--- config.mk ---
export PLATFORM = sky130hd
export DESIGN_NAME = pong_game_ctrl
export DESIGN_NICKNAME = d
export VERILOG_FILES = /design/src/rtl/pong_game_ctrl.sv
export SDC_FILE = /design/constraint.sdc
export NUM_CORES = 1
export LEC_CHECK = 0
export ABC_AREA = 0
export BUFFER_PORTS_ARGS = -buffer_cell sky130_fd_sc_hd__buf_2
export CAP_MARGIN = 20
export CORE_UTILIZATION = 55
export CTS_BUF_LIST = sky130_fd_sc_hd__clkbuf_8 sky130_fd_sc_hd__clkbuf_16
export DETAILED_ROUTE_END_ITERATION = 6
export PLACE_DENSITY = 0.78
export SETUP_SLACK_MARGIN = 0.4
export SYNTH_ARGS = -nofsm -noshare
export SYNTH_HDL_FRONTEND = slang
export SYNTH_SLANG_ARGS = --single-unit
export TNS_END_PERCENT = 30
--- constraint.sdc ---
create_clock -name clk -period 4.6 [get_ports clk]
set_clock_uncertainty 0.1 [all_clocks]
set_input_delay 0.92 -clock clk [delete_from_list [all_inputs] [get_ports clk]]
set_output_delay 0.92 -clock clk [all_outputs]
set_load 0.005 [all_outputs]
--- src/rtl/pong_game_ctrl.sv ---
// Pong game-flow controller: newgame/play/newball/over sequencing, BCD score,
// balls remaining, and a shared down-counter for the relaunch pause and game-over hold.
module pong_game_ctrl #(
   parameter int BALLS        = 3,
   parameter int TIMER_CYCLES = 50_000_000,
   parameter int TIMER_W      = 26
) (
   input  logic       clk,
   input  logic       reset,
   input  logic [1:0] btn1,
   input  logic [1:0] btn2,
   input  logic       hit,
   input  logic       miss,
   output logic       gra_still,
   output logic [1:0] game_state,
   output logic [3:0] score_d1,
   output logic [3:0] score_d0,
   output logic [1:0] balls_left
);

   typedef enum logic [1:0] {
      NEWGAME = 2'b00,
      PLAY    = 2'b01,
      OVER    = 2'b10,
      NEWBALL = 2'b11
   } state_t;

   localparam logic [TIMER_W-1:0] TIMER_LOAD = TIMER_W'(TIMER_CYCLES - 1);
   localparam logic [1:0]         BALLS_INIT = 2'(BALLS);
   localparam logic [1:0]         BALLS_M1   = 2'(BALLS - 1);

   state_t               state_reg, state_next;
   logic [3:0]           d1_reg, d1_next, d0_reg, d0_next;
   logic [1:0]           balls_reg, balls_next;
   logic [TIMER_W-1:0]   timer_reg, timer_next;
   logic                 btn_any_q;
   logic                 btn_any, start, timer_up;
   logic                 load_timer, score_inc, score_clr;

   assign btn_any  = (|btn1) | (|btn2);
   assign start    = btn_any & ~btn_any_q;
   assign timer_up = (timer_reg == '0);

   always_ff @(posedge clk or negedge reset) begin
      if (!reset) begin
         state_reg <= NEWGAME;
         d1_reg    <= 4'd0;
         d0_reg    <= 4'd0;
         balls_reg <= BALLS_INIT;
         timer_reg <= '0;
         btn_any_q <= 1'b0;
      end else begin
         state_reg <= state_next;
         d1_reg    <= d1_next;
         d0_reg    <= d0_next;
         balls_reg <= balls_next;
         timer_reg <= timer_next;
         btn_any_q <= btn_any;
      end
   end

   always_comb begin
      state_next = state_reg;
      balls_next = balls_reg;
      load_timer = 1'b0;
      score_inc  = 1'b0;
      score_clr  = 1'b0;
      case (state_reg)
         NEWGAME: begin
            if (start) begin
               state_next = PLAY;
               balls_next = BALLS_M1;
               score_clr  = 1'b1;
            end
         end
         PLAY: begin
            // a hit in the same cycle as the miss still scores
            score_inc = hit;
            if (miss) begin
               load_timer = 1'b1;
               if (balls_reg == 2'd0) begin
                  state_next = OVER;
               end else begin
                  state_next = NEWBALL;
                  balls_next = balls_reg - 2'd1;
               end
            end
         end
         NEWBALL: begin
            if (start && timer_up) state_next = PLAY;
         end
         OVER: begin
            if (timer_up) begin
               state_next = NEWGAME;
               balls_next = BALLS_INIT;
               score_clr  = 1'b1;
            end
         end
         default: state_next = NEWGAME;
      endcase
   end

   // BCD increment saturating at 99
   always_comb begin
      d1_next = d1_reg;
      d0_next = d0_reg;
      if (score_clr) begin
         d1_next = 4'd0;
         d0_next = 4'd0;
      end else if (score_inc && !(d1_reg == 4'd9 && d0_reg == 4'd9)) begin
         if (d0_reg == 4'd9) begin
            d0_next = 4'd0;
            d1_next = d1_reg + 4'd1;
         end else begin
            d0_next = d0_reg + 4'd1;
         end
      end
   end

   always_comb begin
      timer_next = timer_reg;
      if (load_timer)     timer_next = TIMER_LOAD;
      else if (!timer_up) timer_next = timer_reg - 1'b1;
   end

   assign game_state = state_reg;
   assign gra_still  = (state_reg != PLAY);
   assign score_d1   = d1_reg;
   assign score_d0   = d0_reg;
   assign balls_left = balls_reg;

endmodule

==> metrics.txt <==
outcome finished, final reports clean; Max Root-Sink Buffers 2; CTS resizes 0; post-DP HPWL 2.96 mm; Startpoint Class flop; CP max stage cell nor4_1; clk sinks 39; via-per-instance ratio around 5.8; global-route wire length before repair about 7.4 mm; largest net degree at the start of global routing 40; final setup margin between 1.5 and 2 ns; Mapped Area between 0.002 and 0.0025 mm2; crit path max fanout 6; Max Cap Viol 0; number of CTS-inserted buffers 5; H-tree levels 2; worst vdd ir about 0.22 mV; full die area between 0.004 and 0.005 mm2; Antenna Cells 0; Place WS between 1.5 and 2 ns; port buffer count 20; critical path data required time approximately 4.7 ns; FP Rows 22; number of flops mapped to enable cells by yosys 0; io pins 21; Clk Tree Root Cell clkbuf_8; Main synth FF type dfrtp_1; total track usage about 22%; Final #Nets 276; Iteration-0 DRC Markers 89; drt wl/cell about 14 um; crit-path max cell delay 0.70 ns; RSZ-0062 raised after global routing false; cts hold-fix bufs 0; Peak Freq approximately 350 MHz; Chip Width 65.8 um; grt ovf 0; most common cell after layout, fill and taps aside dfrtp_1; area delta synth->final 11.7%; NetSw about 0.00013 W; minimum clock period after layout 2.82 ns; Sequential Power Share a little over half; Routed Antenna Nets 0; PD cells about 260 mW/mm2; leakage 1.06 nW; Synth async-reset ratio between 90% and 100%; clock power share approximately 46%; vias in the first global route roughly 1600; crit end category flop; final instance area between 0.002 and 0.003 mm2; Max Transition Viols Final 0; initial antenna violation count 0; share of cells above drive strength 1 about 14%; final cell count without fillers roughly 310; Final Cycle Share between 60% and 70%; final hold vios 0; Synth cell types 43; cells along the critical path nor4_1 -> nand4_1 -> or2_4 -> a2111oi_4 -> mux2_1; drt pass-1 iters 4; worst-skew pair later-pin latency around 0.3 ns; YS warnings 0; Crit Path Category reg -> reg; Int Pwr ~0.00052 W; flops & latches, synth 39; core footprint 0.00377 mm2; Syn Area/Cell 9.62 um2; register area share after synthesis between 40% and 50%; Die H between 60 and 70 um; Setup Viol. Count Final 0; CTS tree yes; Largest register FFs 26; final WL between 4 and 5 mm; cells after synthesis 233; via count about 1800; CTS clk-pin slew, worst paths approximately 0.080 ns; Top delay family on crit path simple AND/OR/NAND/NOR gates; residual DRC count 0; GPL Wtd Cong ~0.79; Post-Syn Nets ~250; Final Power approximately 0.00065 W; WP data arrival 2.94 ns; Comb pwr share 1.5%; placed cells approximately 300; Slew headroom 40.4%; setup TNS 0 ns; HP Class reg -> reg; Bufs and invs on worst path 0; switching part of the total ~20%; effective utilization at floorplan 59.4%; Worst-Margin Slew a little under 0.9 ns; Post-DP Area between 0.002 and 0.0025 mm2; setup repair bufs after CTS 0; most frequent cells in the layout 37 x dfrtp_1, 23 x nand2_1, 23 x nor2_1
==> path summary, 6_finish.rpt <==
kind                                from       endpoint  slack [ns]  cells after the start
max reg2reg                 timer_reg[3]  balls_left[1]        1.78                      5
max                         timer_reg[3]  balls_left[1]        1.78                      5
min reg2reg                timer_reg[15]  timer_reg[15]        0.43                      2
min                        timer_reg[15]  timer_reg[15]        0.43                      2
min in group asynchronous          reset  timer_reg[17]        0.62                      1
max in group asynchronous          reset  timer_reg[15]        3.25                      1
==> power groups by stage <==
stage	clock network [W]	registers (W)	logic, W
3_5_place_dp	0	0.000350	0.0000106
2_1_floorplan	0	0.000350	0.000000617
4_1_cts	0.000303	0.000343	0.0000108
6_report	0.000299	0.000343	0.0000101
3_3_place_gp	0	0.000350	0.0000106
5_1_grt	0.000313	0.000343	0.0000121
==> metrics by stage <==
| stage | hold WS (ns) | utilization [%] |
|---|---|---|
| after floorplan | 0.381 | - |
| after global routing | 0.448 | 66.4 |
| after CTS | 0.432 | 66.4 |
| after global placement | 0.400 | 63.3 |
| final | 0.427 | 66.4 |
| after detailed placement | 0.409 | 63.3 |
==> metal layers <==
metal,GRT usage [%],wire length [um],up-vias
met5,0,0,-
met4,9.24,65,0
met3,4.48,127,9
met2,35.3,1920,27
met1,29.7,2120,850
li1,-,-,873
==> layout make-up <==
type,instances,area (um2)
Clock buffer,6,82.6
Clock inverter,2,35.0
Fill cell,304,1270
Inverter,13,48.8
Multi-Input combinational cell,177,1200
Sequential cell,39,978
Tap cell,48,60.1
Timing Repair Buffer,20,100
==> logic make-up (layout without fill, tap and decap cells) <==
kind of cell / after synthesis / count (layout) / synth area share, %
buffers and inverters: 17 / 41 / 2.85
XOR/XNOR: 21 / 21 / 8.21
multiplexers: 5 / 5 / 2.29
AND/OR/NAND/NOR: 99 / 99 / 23.3
flip-flops: 39 / 39 / 43.7
adder cells (fa/ha/maj): 12 / 12 / 6.70
AO/OA/AOI/OAI: 40 / 40 / 13.0
==> cell usage after synthesis (all sizes together) (7+ instances only) <==
cell / instances / area share [%]
nand2: 23 / 3.9
dfrtp: 37 / 41
ha: 12 / 6.7
a21oi: 9 / 2.0
xnor2: 14 / 5.5
o21ai: 8 / 1.8
nor4: 9 / 3.1
xor2: 7 / 2.7
nor3: 10 / 2.2
inv: 13 / 2.2
nor2: 23 / 3.9
==> worst register-to-register path: cells and delay by family (launching register included) <==
family          cells  cell delay, ns
simple gates        3            1.45
compound gates      1            0.41
mux                 1            0.36
flops               1            0.42
(Power assumes the default switching activity.)
